===== src/rtl/mult_manager.sv =====
// Pipelined RV32M multiplier with per-stage rd/occupancy tracking for hazard
// detection and a ready-handshaked writeback port.
`ifndef MULT_PPL_STAGE
`define MULT_PPL_STAGE 3
`endif

module mult_manager #(
  parameter int STAGES = `MULT_PPL_STAGE
) (
  input  logic                   clk,
  input  logic                   rst,
  input  logic                   issue_valid_i,
  output logic                   issue_ready_o,
  input  logic [1:0]             issue_op_i,
  input  logic [31:0]            issue_rs1_i,
  input  logic [31:0]            issue_rs2_i,
  input  logic [4:0]             issue_rd_i,
  output logic [STAGES-1:0][4:0] rd_addrs_o,
  output logic [STAGES-1:0]      uses_o,
  output logic                   wb_valid_o,
  input  logic                   wb_ready_i,
  output logic [4:0]             wb_rd_o,
  output logic [31:0]            wb_data_o,
  output logic                   busy_o
);

  logic [STAGES-1:0]       use_q;
  logic [STAGES-1:0][4:0]  rd_q;
  logic [STAGES-1:1][31:0] res_q;
  logic [32:0]             a_q;
  logic [32:0]             b_q;
  logic                    hi_q;

  logic        advance;
  logic        fire;
  logic        rs1_signed;
  logic        rs2_signed;
  logic [63:0] prod;
  logic [31:0] prod_sel;

  assign advance       = !use_q[STAGES-1] || wb_ready_i;
  assign issue_ready_o = advance;
  assign fire          = issue_valid_i && advance;

  // MULH and MULHSU treat rs1 as signed; only MULH treats rs2 as signed.
  assign rs1_signed = (issue_op_i == 2'b01) || (issue_op_i == 2'b10);
  assign rs2_signed = (issue_op_i == 2'b01);

  // The low 64 bits of the 66-bit signed product equal the low 64 bits of
  // the sign-extended operands multiplied modulo 2^64.
  always_comb begin
    prod     = {{31{a_q[32]}}, a_q} * {{31{b_q[32]}}, b_q};
    prod_sel = hi_q ? prod[63:32] : prod[31:0];
  end

  always_ff @(posedge clk) begin
    if (rst) begin
      use_q <= '0;
      rd_q  <= '0;
      res_q <= '0;
      a_q   <= '0;
      b_q   <= '0;
      hi_q  <= 1'b0;
    end else if (advance) begin
      // rd=0 completes the handshake but never occupies a tracked slot
      use_q[0] <= fire && (issue_rd_i != 5'd0);
      rd_q[0]  <= fire ? issue_rd_i : 5'd0;
      if (fire) begin
        a_q  <= {rs1_signed & issue_rs1_i[31], issue_rs1_i};
        b_q  <= {rs2_signed & issue_rs2_i[31], issue_rs2_i};
        hi_q <= (issue_op_i != 2'b00);
      end
      for (int k = 1; k < STAGES; k++) begin
        use_q[k] <= use_q[k-1];
        rd_q[k]  <= rd_q[k-1];
      end
      res_q[1] <= prod_sel;
      for (int k = 2; k < STAGES; k++) begin
        res_q[k] <= res_q[k-1];
      end
    end
  end

  assign uses_o     = use_q;
  assign rd_addrs_o = rd_q;
  assign busy_o     = |use_q;
  assign wb_valid_o = use_q[STAGES-1];
  assign wb_rd_o    = rd_q[STAGES-1];
  assign wb_data_o  = use_q[STAGES-1] ? res_q[STAGES-1] : 32'd0;

endmodule


===== config.mk =====
export PLATFORM = sky130hd
export DESIGN_NAME = mult_manager
export DESIGN_NICKNAME = d
export VERILOG_FILES = /design/src/rtl/mult_manager.sv
export SDC_FILE = /design/constraint.sdc
export NUM_CORES = 2
export LEC_CHECK = 0
export CORE_ASPECT_RATIO = 0.9
export CORE_MARGIN = 1.5
export CORE_UTILIZATION = 58
export DETAILED_ROUTE_END_ITERATION = 8
export GPL_ROUTABILITY_DRIVEN = 0
export GPL_TIMING_DRIVEN = 0
export PLACE_DENSITY_LB_ADDON = 0.1
export SYNTH_ARGS = -nofsm -noshare
export SYNTH_HDL_FRONTEND = slang
export SYNTH_SLANG_ARGS = --single-unit

===== constraint.sdc =====
create_clock -name clk -period 9.3 [get_ports clk]
set_clock_uncertainty 0.05 [all_clocks]
set_input_delay 1.86 -clock clk [delete_from_list [all_inputs] [get_ports clk]]
set_output_delay 1.86 -clock clk [all_outputs]
set_load 0.01 [all_outputs]

# Word-level counts from Yosys, hierarchy flattened
# Index checks and enable logic that the tools add are counted.
# op_classes
add_sub_neg	0
mul	1
div_mod_pow	0
n_lt_le_gt_ge	0
eq_ne	2
n_shift	0
mux	3
bitwise	2
n_reduce_logical	9
# op_table
op	count
$mul A33 B33 Y64	1
$mux W32	2
$mux W5	1
$reduce_bool A5 Y1	1
$reduce_or A3 Y1	1
$and A1 B1 Y1	2
$eq A2 B1 Y1 const B	1
$eq A2 B2 Y1 const B	1
$logic_and A1 B1 Y1	2
$logic_or A1 B1 Y1	2
$reduce_and A2 Y1	1
$reduce_bool A2 Y1	1
$logic_not A1 Y1	1
# word_totals
regBits	149
latchBits	0
ramBits	0
mem_bits_ro	0
output_inout_bits	58
wordCells	26
mem_count	0

# Longest topological paths before layout
# logic_depth
word_depth	4
mapped_depth	30
mapped_depth_nobuf	28

# Worst setup path after synthesis
# No wires, ideal clock.
# synth_timing
path_type	reg2reg
from	register b_q[3]
to	register res_q[26] (netlist bit)
setup_ps	130
arrival_ps	7668
path_slack_ps	1452
path_stages_with_launch	29
path_buffers	3
synth_period_minus_slack_ps	7848
path_cell_list	dfxtp_1 > clkbuf_1 > clkbuf_1 > nand2_1 > inv_1 > fa_1 > fa_1 > fa_1 > inv_1 > fa_1 > inv_1 > fa_1 > fa_1 > fa_1 > inv_1 > fa_1 > inv_1 > ha_1 > clkbuf_1 > a21o_1 > a21o_1 > a21o_1 > a21o_1 > a21o_1 > nand2_1 > o21ai_1 > a311o_2 > a2111oi_0 > nor3_1
# synth_between
elab_chain_cells	2
# synth_rtl
item	line	source
start, declared	31	logic [32:0] b_q;
start signal, assigned	70	b_q <= {rs2_signed & issue_rs2_i[31], issue_rs2_i};
$mul A33 B33 Y64	52	prod = {{31{a_q[32]}}, a_q} * {{31{b_q[32]}}, b_q};
$mux W32	53	prod_sel = hi_q ? prod[63:32] : prod[31:0];
end signal, assigned by index	79	res_q[k] <= res_q[k-1];
end, declared	29	logic [STAGES-1:1][31:0] res_q;
# Every way passes these cells.
# A chain may end at the register's enable or synchronous reset.

# Final worst setup path
# layout_timing
from	register b_q[22]
to	register res_q[24] (netlist bit)
# Same word-level chain as after synthesis.

==> impl_metrics.json <==
{
  "syn_area_mm2": 0.04413,
  "final_area_mm2": 0.04745,
  "min_period_over_period_pct": 98.11,
  "synth.avg_cell_area_um2": 8.979,
  "placed_cells": 6063,
  "comb_power_share_pct": 66.5,
  "holdCritPathClass": "reg -> reg",
  "htreeDepth": 4,
  "ys_seq_area_share_pct": 6.759,
  "yosys-top-cells-area": "fa_1 (51%), inv_1 (9.3%), and2_1 (8.1%)",
  "dpl_cell_area_mm2": 0.04670,
  "clock-sinks": 149,
  "peakVddDrop_uv": 157.6,
  "ioPinCount": 133,
  "failed_checks": "design-rule violations",
  "cts_tree": "built",
  "syn_nets": 6329,
  "outcome": "finished with violations",
  "fin_crit_ps": 9124,
  "end_kind": "flip-flop",
  "p_seq_share_pct": 17.5,
  "crit_path_start_kind": "flip-flop",
  "remaining_drc_errors": 2,
  "synth-seq-cells": 149,
  "wl_per_cell_um": 25.59,
  "die_area_mm2": 0.07775,
  "synth_top_flop_cell": "dfxtp_1",
  "cts_made_buffers": 17,
  "ant_nets": 0,
  "ys_types": 76,
  "overflow": 0,
  "setup_viol": 0,
  "r2r_end": "res_q[24]",
  "relSlewSlack_pct": 4.225,
  "switching_share_pct": 53.52,
  "design.core.area_mm2": 0.07500,
  "die_width_um": 293.8,
  "vias": 35240,
  "hold_viol": 0,
  "stdcell_count": 6101,
  "drive_above_1_share_pct": 2.540,
  "num_rows": 95,
  "async_flop_share_pct": 0,
  "cts_root_buf": "clkbuf_16",
  "avgViaCountPerCell": 5.776,
  "max-cap-violations": 0,
  "worstHoldPathCells": 2,
  "p_switching_w": 0.002525,
  "clockBufferDepth": 2,
  "cts_hold_buf": 0,
  "grt_max_degree": 25,
  "dp_hpwl_um": 132800,
  "max_freq_mhz": 109.6,
  "r2r-start": "b_q[22]",
  "synth_cells": 4915,
  "syn2layout_area_growth_pct": 7.533,
  "clkPwrFrac_pct": 16.0,
  "yosys.area.top_type": "fa_1",
  "reg2reg_setup_slack_ps": 180,
  "antenna_found_initial": 7,
  "synth_top_cell_area_share_pct": 51.03,
  "cts.clk_slew.worst_paths_ps": 80,
  "yosysWarnings": 0,
  "powerDensity_mw_per_mm2": 99.43,
  "final_max_slew_viol_count": 0,
  "routed_wl_um": 156100,
  "drtIter0Drc": 4068,
  "hold_end": "res_q[61]",
  "internal-power_w": 0.002193,
  "drt_pass1_iterations": 8,
  "cp.arrival_ps": 9450,
  "fin_nets": 6480,
  "reg2regPathDepth": 26,
  "p_leak_nw": 23.92,
  "worst_pin_slew_ps": 1437,
  "hp-start": "res_q[29]",
  "clk_latency_ps": 510,
  "worstPathRequired_ps": 9620,
  "initial_utilization_pct": 58.84,
  "grt_pass1_vias": 36230,
  "io_buffers": 130,
  "dieHeight_um": 264.7,
  "rsz0062_at_grt": "no",
  "path_max_fanout": 10,
  "finalSetupTns_ps": 0,
  "synth_edf_count": 0,
  "grt_pass1_wl_um": 231900,
  "worst-setup-path-type": "reg -> reg",
  "track_usage_pct": 41.84
}
synthesized netlist by cell type (3+ instances only):
library cell / instances
o211ai_1: 4
nand2b_1: 14
inv_1: 1095
o21bai_1: 6
buf_1: 4
a211oi_1: 20
a31oi_1: 8
clkbuf_1: 271
o2111ai_1: 4
fa_1: 1125
ha_1: 214
nand3_1: 20
and3_1: 12
o21ai_0: 35
nor3_1: 20
or3_1: 5
a2111oi_0: 4
mux2i_1: 7
a41oi_1: 3
o31ai_1: 3
o21ai_1: 16
nor2b_1: 30
nor2_1: 96
or4_1: 3
and4_1: 3
dfxtp_1: 149
a21o_1: 34
xnor2_1: 39
xor2_1: 30
and2_1: 570
o22ai_1: 3
nand3b_1: 5
nand2_1: 804
o21a_1: 9
buf_4: 6
a211o_1: 3
nand4_1: 7
a21oi_1: 189
power by group through the flow:
stage	combinational, W	sequential [W]	clock, W
3_3_place_gp	0.00301	0.000830	0
5_1_grt	0.00339	0.000827	0.000783
3_5_place_dp	0.00302	0.000830	0
4_1_cts	0.00305	0.000817	0.000758
6_report	0.00314	0.000824	0.000757
2_1_floorplan	0.00194	0.000777	0
worst max-delay path, stage by stage (launching register included):
cell	delay [ps]
dfxtp_1	770
clkbuf_1	800
and2_1	260
fa_1	420
inv_1	90
fa_1	400
inv_1	90
fa_1	460
fa_1	520
fa_1	570
fa_1	460
fa_1	500
inv_1	50
fa_1	520
inv_1	60
ha_1	280
clkbuf_1	210
a21o_1	230
a31oi_1	250
o22ai_1	140
nor2_1	160
o21ai_0	120
o21ai_1	390
nand2_2	180
a311o_2	400
xnor2_1	150
a2111oi_0	470
flip-flops by register name, indices dropped and copies added (netlist names):
| signal | count |
|---|---|
| res_q | 64 |
| a_q | 33 |
| b_q | 33 |
| rd_addrs_o | 10 |
| wb_rd_o | 5 |
| uses_o | 3 |
| hi_q | 1 |
per-stage QoR:
stage          power (W)  hold WS (ps)  setup slack [ps]  util (%)
3_5_place_dp    0.003852         393.9            -417.4     62.27
4_1_cts         0.004629         403.9             19.29     63.12
3_3_place_gp    0.003836         388.3            -422.7     62.27
6_report        0.004718         400.7             175.9     63.27
2_1_floorplan   0.002713         377.3              1452         -
5_1_grt         0.005000         420.4            0.7558     63.26
per-layer routing:
metal	vias to the layer above	part of all wire, %	global-route usage (%)
met4	8	7.3	24.20
met1	17870	36	54.54
met3	511	14	15.76
met2	2295	42	59.88
li1	14550	-	-
met5	-	0.069	0
cells by family after synthesis:
family,after synthesis,synth area share (%)
and+or+nand+nor,1606,17.70
buffers and inverters,1378,11.78
AOI/OAI and AO/OA,367,5.135
muxes,7,0.1588
adders and majority gates,1339,57.10
xor gates and xnor gates,69,1.369
DFF,149,6.759
area by class of cell:
| cell class | instances | area, µm² |
|---|---|---|
| tap | 1018 | 1274 |
| clock buffer | 17 | 425.4 |
| multi-input combinational | 3388 | 35960 |
| fill | 6575 | 27550 |
| clock inverter | 15 | 201.4 |
| antenna | 4 | 10.01 |
| sequential | 149 | 2987 |
| timing repair buffer | 133 | 1324 |
| buffer | 282 | 1156 |
| inverter | 1095 | 4114 |
worst max path at each step:
| stage | startpoint | to | slack [ps] | cells past startpoint |
|---|---|---|---|---|
| 6_report | b_q[22] | res_q[24] | 180 | 26 |
| 5_1_grt | b_q[25] | res_q[24] | 0.8 | 28 |
| 4_1_cts | b_q[10] | res_q[31] | 20 | 27 |
| 3_5_place_dp | b_q[6] | res_q[25] | -420 | 28 |
| 3_3_place_gp | b_q[6] | res_q[25] | -420 | 28 |
| 2_1_floorplan | b_q[3] | res_q[26] | 1450 | 28 |
layout by cell type (no fill, tap or decap), types with 4 or more instances in the layout:
| cell type | n |
|---|---|
| buf_4 | 9 |
| clkbuf_2 | 58 |
| inv_8 | 4 |
| nor3_1 | 20 |
| nand2b_1 | 14 |
| or3_1 | 5 |
| a211oi_1 | 20 |
| a21oi_1 | 188 |
| o211ai_1 | 4 |
| nand4_1 | 7 |
| o21a_1 | 9 |
| o21bai_1 | 6 |
| inv_1 | 1094 |
| clkbuf_1 | 212 |
| mux2i_1 | 7 |
| and2_1 | 570 |
| xor2_1 | 30 |
| and3_1 | 12 |
| o2111ai_1 | 4 |
| o21ai_0 | 35 |
| o21ai_1 | 16 |
| ha_1 | 214 |
| nand3_1 | 20 |
| a21o_1 | 34 |
| nor2_1 | 95 |
| nand3b_1 | 5 |
| clkbuf_16 | 17 |
| nand2_1 | 804 |
| dfxtp_1 | 146 |
| clkdlybuf4s50_1 | 130 |
| nor2b_1 | 30 |
| buf_1 | 4 |
| clkinv_8 | 8 |
| a2111oi_0 | 4 |
| fa_1 | 1122 |
| xnor2_1 | 39 |
| a31oi_1 | 8 |
| diode_2 | 4 |
timing repair:
action                     CTS  global route
setup buffers                0             3
gates resized for setup     11           122
setup endpoints to repair    8             9
Power figures use the tool's default switching activity.
